## config.mk

```make
export PLATFORM = sky130hd
export DESIGN_NAME = cic_decim_n
export DESIGN_NICKNAME = d
export VERILOG_FILES = /design/src/rtl/cic_decim_n.sv
export SDC_FILE = /design/constraint.sdc
export NUM_CORES = 1
export LEC_CHECK = 0
export ABC_AREA = 0
export ABC_CLOCK_PERIOD_IN_PS = 16600
export BUFFER_PORTS_ARGS = -buffer_cell sky130_fd_sc_hd__buf_4
export CAP_MARGIN = 0
export CELL_PAD_IN_SITES_DETAIL_PLACEMENT = 1
export CELL_PAD_IN_SITES_GLOBAL_PLACEMENT = 1
export CORE_MARGIN = 5
export CORE_UTILIZATION = 52
export DETAILED_ROUTE_END_ITERATION = 7
export HOLD_SLACK_MARGIN = 0.06
export PLACE_DENSITY = 0.92
export SETUP_SLACK_MARGIN = 0.5
export SLEW_MARGIN = 10
export SYNTH_ARGS = -nofsm -noshare
export SYNTH_HDL_FRONTEND = slang
export SYNTH_SLANG_ARGS = --single-unit
```

## constraint.sdc

```tcl
create_clock -name i_clk -period 16.6 [get_ports i_clk]
set_input_delay 3.32 -clock i_clk [delete_from_list [all_inputs] [get_ports i_clk]]
set_output_delay 3.32 -clock i_clk [all_outputs]
set_load 0.02 [all_outputs]
```

## src/rtl/cic_decim_n.sv

```systemverilog
// cic_decim_n: ORDER-stage CIC decimator for a 1-bit modulator bitstream.
// One start request runs ORDER*M input samples and returns one OUT_W-bit
// result with a valid pulse and a done level.
// Optional feature macro: CIC_CONT_MODE_EN. When it is defined, the i_cont
// and i_stop ports exist, and the block can deliver a result on every
// decimated sample until it is stopped.
module cic_decim_n #(
    parameter int ORDER = 2,
    parameter int M_W   = 10,
    parameter int OUT_W = ORDER*(M_W-1)+1
) (
    input  logic             i_clk,
    input  logic             i_rstb,
    input  logic             i_start,
    input  logic [M_W-1:0]   i_m_in,
    input  logic             i_d_in,
`ifdef CIC_CONT_MODE_EN
    input  logic             i_cont,
    input  logic             i_stop,
`endif
    output logic [OUT_W-1:0] o_d_out,
    output logic             o_valid,
    output logic             o_done,
    output logic             o_busy
);

    typedef enum logic [1:0] {S_IDLE, S_RUN, S_OUT} state_t;

    // The tick counter saturates at ORDER. From that point on, every tick is a result tick.
    localparam logic [2:0] TICK_ORDER = 3'(ORDER);
    localparam logic [2:0] TICK_LAST  = 3'(ORDER-1);

    state_t           r_state;
    logic [M_W-1:0]   r_m;
    logic [M_W-1:0]   r_cnt;
    logic [2:0]       r_ticks;
    logic             r_cont;
    logic             r_pend;
    logic [OUT_W-1:0] r_comb_out;

    logic             w_cont_in;
    logic             w_stop;
    logic             w_accept;
    logic             w_run;
    logic             w_tick;
    logic [OUT_W-1:0] w_d_ext;

    logic [OUT_W-1:0] w_integ_q    [ORDER];
    logic [OUT_W-1:0] w_dly_q      [ORDER];
    logic [OUT_W-1:0] w_integ_next [ORDER];
    logic [OUT_W-1:0] w_comb       [ORDER+1];

`ifdef CIC_CONT_MODE_EN
    assign w_cont_in = i_cont;
    assign w_stop    = i_stop;
`else
    assign w_cont_in = 1'b0;
    assign w_stop    = 1'b0;
`endif

    assign w_accept = (r_state == S_IDLE) && i_start && (i_m_in != '0);
    assign w_run    = (r_state == S_RUN);
    // The sample counter holds the number of samples since the last tick, so a
    // tick falls on every M-th sampled bit. M=1 therefore ticks on every cycle.
    assign w_tick   = w_run && (r_cnt == (r_m - M_W'(1)));
    assign w_d_ext  = {{(OUT_W-1){1'b0}}, i_d_in};

    // Integrator and comb cascades are resolved within one cycle. The comb chain
    // consumes the freshly updated last integrator.
    always_comb begin
        w_integ_next[0] = w_integ_q[0] + w_d_ext;
        for (int k = 1; k < ORDER; k++) begin
            w_integ_next[k] = w_integ_q[k] + w_integ_next[k-1];
        end
        w_comb[0] = w_integ_next[ORDER-1];
        for (int k = 0; k < ORDER; k++) begin
            w_comb[k+1] = w_comb[k] - w_dly_q[k];
        end
    end

    genvar gi;
    generate
        for (gi = 0; gi < ORDER; gi++) begin : g_stage
            logic [OUT_W-1:0] r_integ;
            logic [OUT_W-1:0] r_dly;

            assign w_integ_q[gi] = r_integ;
            assign w_dly_q[gi]   = r_dly;

            // Per-stage state: the integrator runs only in RUN, and the comb delay loads on ticks.
            always_ff @(posedge i_clk or negedge i_rstb) begin
                if (!i_rstb) begin
                    r_integ <= '0;
                    r_dly   <= '0;
                end else if (w_accept) begin
                    r_integ <= '0;
                    r_dly   <= '0;
                end else if (w_run) begin
                    r_integ <= w_integ_next[gi];
                    if (w_tick) begin
                        r_dly <= w_comb[gi];
                    end
                end
            end
        end
    endgenerate

    // Control FSM. It also owns the counters and the registered outputs.
    always_ff @(posedge i_clk or negedge i_rstb) begin
        if (!i_rstb) begin
            r_state    <= S_IDLE;
            r_m        <= '0;
            r_cnt      <= '0;
            r_ticks    <= '0;
            r_cont     <= 1'b0;
            r_pend     <= 1'b0;
            r_comb_out <= '0;
            o_d_out    <= '0;
            o_valid    <= 1'b0;
            o_done     <= 1'b0;
            o_busy     <= 1'b0;
        end else begin
            o_valid <= 1'b0;
            case (r_state)
                S_IDLE: begin
                    if (w_accept) begin
                        r_m     <= i_m_in;
                        r_cont  <= w_cont_in;
                        r_cnt   <= '0;
                        r_ticks <= '0;
                        r_pend  <= 1'b0;
                        o_done  <= 1'b0;
                        o_busy  <= 1'b1;
                        r_state <= S_RUN;
                    end
                end
                S_RUN: begin
                    if (r_cont && w_stop) begin
                        // Stopping drops any result still waiting to be delivered.
                        r_pend  <= 1'b0;
                        o_busy  <= 1'b0;
                        r_state <= S_IDLE;
                    end else begin
                        if (r_pend) begin
                            o_d_out <= r_comb_out;
                            o_valid <= 1'b1;
                            r_pend  <= 1'b0;
                        end
                        if (w_tick) begin
                            r_cnt      <= '0;
                            r_comb_out <= w_comb[ORDER];
                            if (r_ticks != TICK_ORDER) begin
                                r_ticks <= r_ticks + 3'd1;
                            end
                            if (r_ticks >= TICK_LAST) begin
                                if (r_cont) begin
                                    r_pend <= 1'b1;
                                end else begin
                                    r_state <= S_OUT;
                                end
                            end
                        end else begin
                            r_cnt <= r_cnt + M_W'(1);
                        end
                    end
                end
                S_OUT: begin
                    o_d_out <= r_comb_out;
                    o_valid <= 1'b1;
                    o_done  <= 1'b1;
                    o_busy  <= 1'b0;
                    r_state <= S_IDLE;
                end
                default: begin
                    r_state <= S_IDLE;
                end
            endcase
        end
    end

endmodule

```

==> run_results.csv <==
group,metric,value,unit
status,outcome,"complete, no violations",
global_routing,grt_max_degree,81,
clocking,cts.sinks,142,
timing,tns,0,ns
global_routing,grt_overflow_total,0,
synth,syn_area_per_cell,8.93,um2
route,routed_via_density,6.02,
clocking,cts-root-buf,"clkbuf_16",
final_layout,finish.utilization,59.2,%
synth,syn-cell-area,8810,um2
global_routing,grt_pass1_wl,42400,um
timing,slew_viol_final,0,
timing,setup_violations,0,
clocking,cts.path.max_buffers,2,
route,wirelength,25000,um
synth,synth.largest_area_cell,"dfrtp_1",
critical_path,worst-setup-path-type,"in -> reg",
timing,finalHoldViolations,0,
critical_path,max_stage_delay,0.46,ns
floorplanning,die_area,19700,um2
final_layout,drive_gt1_share,9.78,%
synth,postSynthNetCount,1067,
critical_path,worstPathMaxFanout,5,
critical_path,path_buf_inv,2,
clocking,holdBufCountCts,0,
route,vias,7474,
timing,tightest_slew,1.16,ns
critical_path,r2r_slack,9.40,ns
route,wl_per_cell,20.1,um
floorplanning,rows,47,
critical_path,critPathLaunchType,"primary input",
critical_path,critPathRequiredTime,16.92,ns
synth,yosysTopAreaCellShare,40.3,%
timing,skew,0.00861,ns
synth,synth_cells,987,
synth,ys_types,67,
floorplanning,io_pins,36,
power,p_leak,0.00486,uW
final_layout,layout.cells.non_filler,1242,
clocking,post_cts_buffers,0,
floorplanning,start_util,53.1,%
floorplanning,core_area,16600,um2
synth,ys_seq_area_share,40.3,%
global_routing,grt_pass1_vias,8487,
final_layout,finish.net_count,1089,
critical_path,slowest_stage,"a221oi_1",
final_layout,fill_cells,1895,
clocking,cts_resized,0,
timing,slew_headroom,22.5,%
synth,synth_top_flop_cell,"dfrtp_1",
final_layout,diodes,0,
timing,period_needed,9.81,ns
critical_path,arrival,10.13,ns
timing,period_share,59.1,%
floorplanning,fp.dieW,140,um
run,cap_viol_max_count,0,
synth,ys_ff_latch,142,
clocking,cts_tree,"done",
hold_path,hp-class,"reg -> reg",
global_routing,antenna_found_initial,0,
synth,synth_common_cells,"dfrtp_1, nand2_1, o21ai_0, inv_1, nand3_1",
critical_path,path_delay_family,"compound AO/OA/AOI/OAI gates",
global_routing,grt_usage,26.3,%
clocking,clk_latency,0.44,ns
clocking,clkTransAtPathRegs,0.06,ns
clocking,h-tree-depth,4,
route,drc_errors,0,
timing,max_freq,0.102,GHz
synth,synth_area_leaders,"dfrtp_1, ha_1, o21ai_0, nand2_1, xnor2_1",
critical_path,critPathMostFrequentCell,"ha_1",
route,drt_iter0_markers,397,
power,cellPowerDensity,217,nW/um2
final_layout,syn_to_final_growth,11.5,%
timing,holdWs,0.485,ns
synth,ys_warn_count,0,
place,dp_hpwl,16100,um
timing,layout_setup_ws,6.79,ns
synth,synthMostInstantiatedCell,"dfrtp_1",
synth,ys_async_sr_fraction,100,%
critical_path,end_kind,"flop",
place,port_buffers,35,
timing,rsz0062_at_grt,"no",
route,firstDrtPassIters,4,
route,antenna_left,0,
place,placed_cells,1210,
power,ir_worst_vdd,0.000215,V
place,place_congestion,0.849,
clocking,cts_buffers,17,
synth,synth_enable_flop_cells,0,
place,pre_cts_ws,6.59,ns
floorplanning,chipHeight,140,um
kinds of logic (layout without fill, tap and decap cells):
group	Yosys count	after routing	synth area share [%]
flip-flops	142	142	40.3
XOR/XNOR	73	73	7.42
AO/OA/AOI/OAI	241	241	17.2
buffers and inverters	105	140	4.67
multiplexers	21	21	2.71
adder cells (fa/ha/maj)	66	66	9.63
AND/OR/NAND/NOR	339	339	18.1
state kept, by name, summed over array words and instances, names as in the netlist:
register and cells:
r_state 2, g_stage.r_dly 38, g_stage.r_integ 38, r_comb_out 19
o_d_out 19, o_valid 1, o_done 1, r_ticks 3
r_cnt 10, o_busy 1, r_m 10
path summary, 6_finish.rpt:
check / cells past startpoint / to / from
worst max-delay path: 30 / r_comb_out[18] / i_d_in
worst min register to register: 2 / r_comb_out[8] / r_comb_out[8]
worst min-delay path: 2 / r_comb_out[8] / r_comb_out[8]
max in group asynchronous: 2 / r_cnt[3] / i_rstb
worst max register to register: 29 / r_comb_out[18] / g_stage[0].r_integ[0]
min in group asynchronous: 1 / r_comb_out[0] / i_rstb
power by group:
part,switching (uW),internal [uW],leakage (uW),total [uW]
registers,25.1,375,0.00168,400
logic,817,530,0.00291,1350
clock network,163,222,0.000267,386
worst reg2reg max path: cells and delay by family (launching register included):
kind | cells | cell delay (ns)
simple gates | 7 | 1.56
xor+xnor | 4 | 1.06
fa+ha+maj | 5 | 1.35
mux | 1 | 0.26
compound gates | 11 | 2.45
flops | 1 | 0.35
buf+inv | 1 | 0.08
cell usage in the layout (no fill, tap or decap), types with 4 or more instances in the layout:
cell	count
o31ai_1	13
o211ai_1	5
mux2_2	19
or3_1	6
clkbuf_16	17
a21o_1	40
o21bai_1	4
nand3b_1	7
nand2_1	131
o21ai_0	102
inv_1	66
a31oi_1	6
buf_4	40
nor2_1	47
nand3_1	65
nand2b_1	9
nor3_1	23
nor2b_1	9
nor4_1	6
a21oi_1	33
xor2_1	32
clkinvlp_4	4
xnor2_1	40
and3_1	22
a211oi_1	4
dfrtp_1	142
ha_1	63
through the flow:
| stage | area [um2] | power [uW] |
|---|---|---|
| floorplan | 8810 | 1370 |
| global placement | 9250 | 1600 |
| detailed placement | 9250 | 1680 |
| CTS | 9820 | 2130 |
| global route | 9820 | 2300 |
| finish | 9820 | 2130 |
per-layer routing:
layer | track usage (%) | vias to the layer above | wire length [um]
li1 | - | 3492 | -
met1 | 29.6 | 3789 | 9990
met2 | 48.4 | 122 | 13500
met3 | 4.84 | 71 | 682
met4 | 11.3 | 0 | 860
met5 | 0 | - | 0
final cells by class:
type	count	area (um2)	area share (%)
multi-input cells	740	4860	49.4
flip-flops and latches	142	3550	36.2
clock buffers	20	437	4.45
repair buffers	41	312	3.17
well taps	220	275	2.80
inverters	67	251	2.56
clock inverters	12	139	1.41
(Power assumes the default switching activity.)
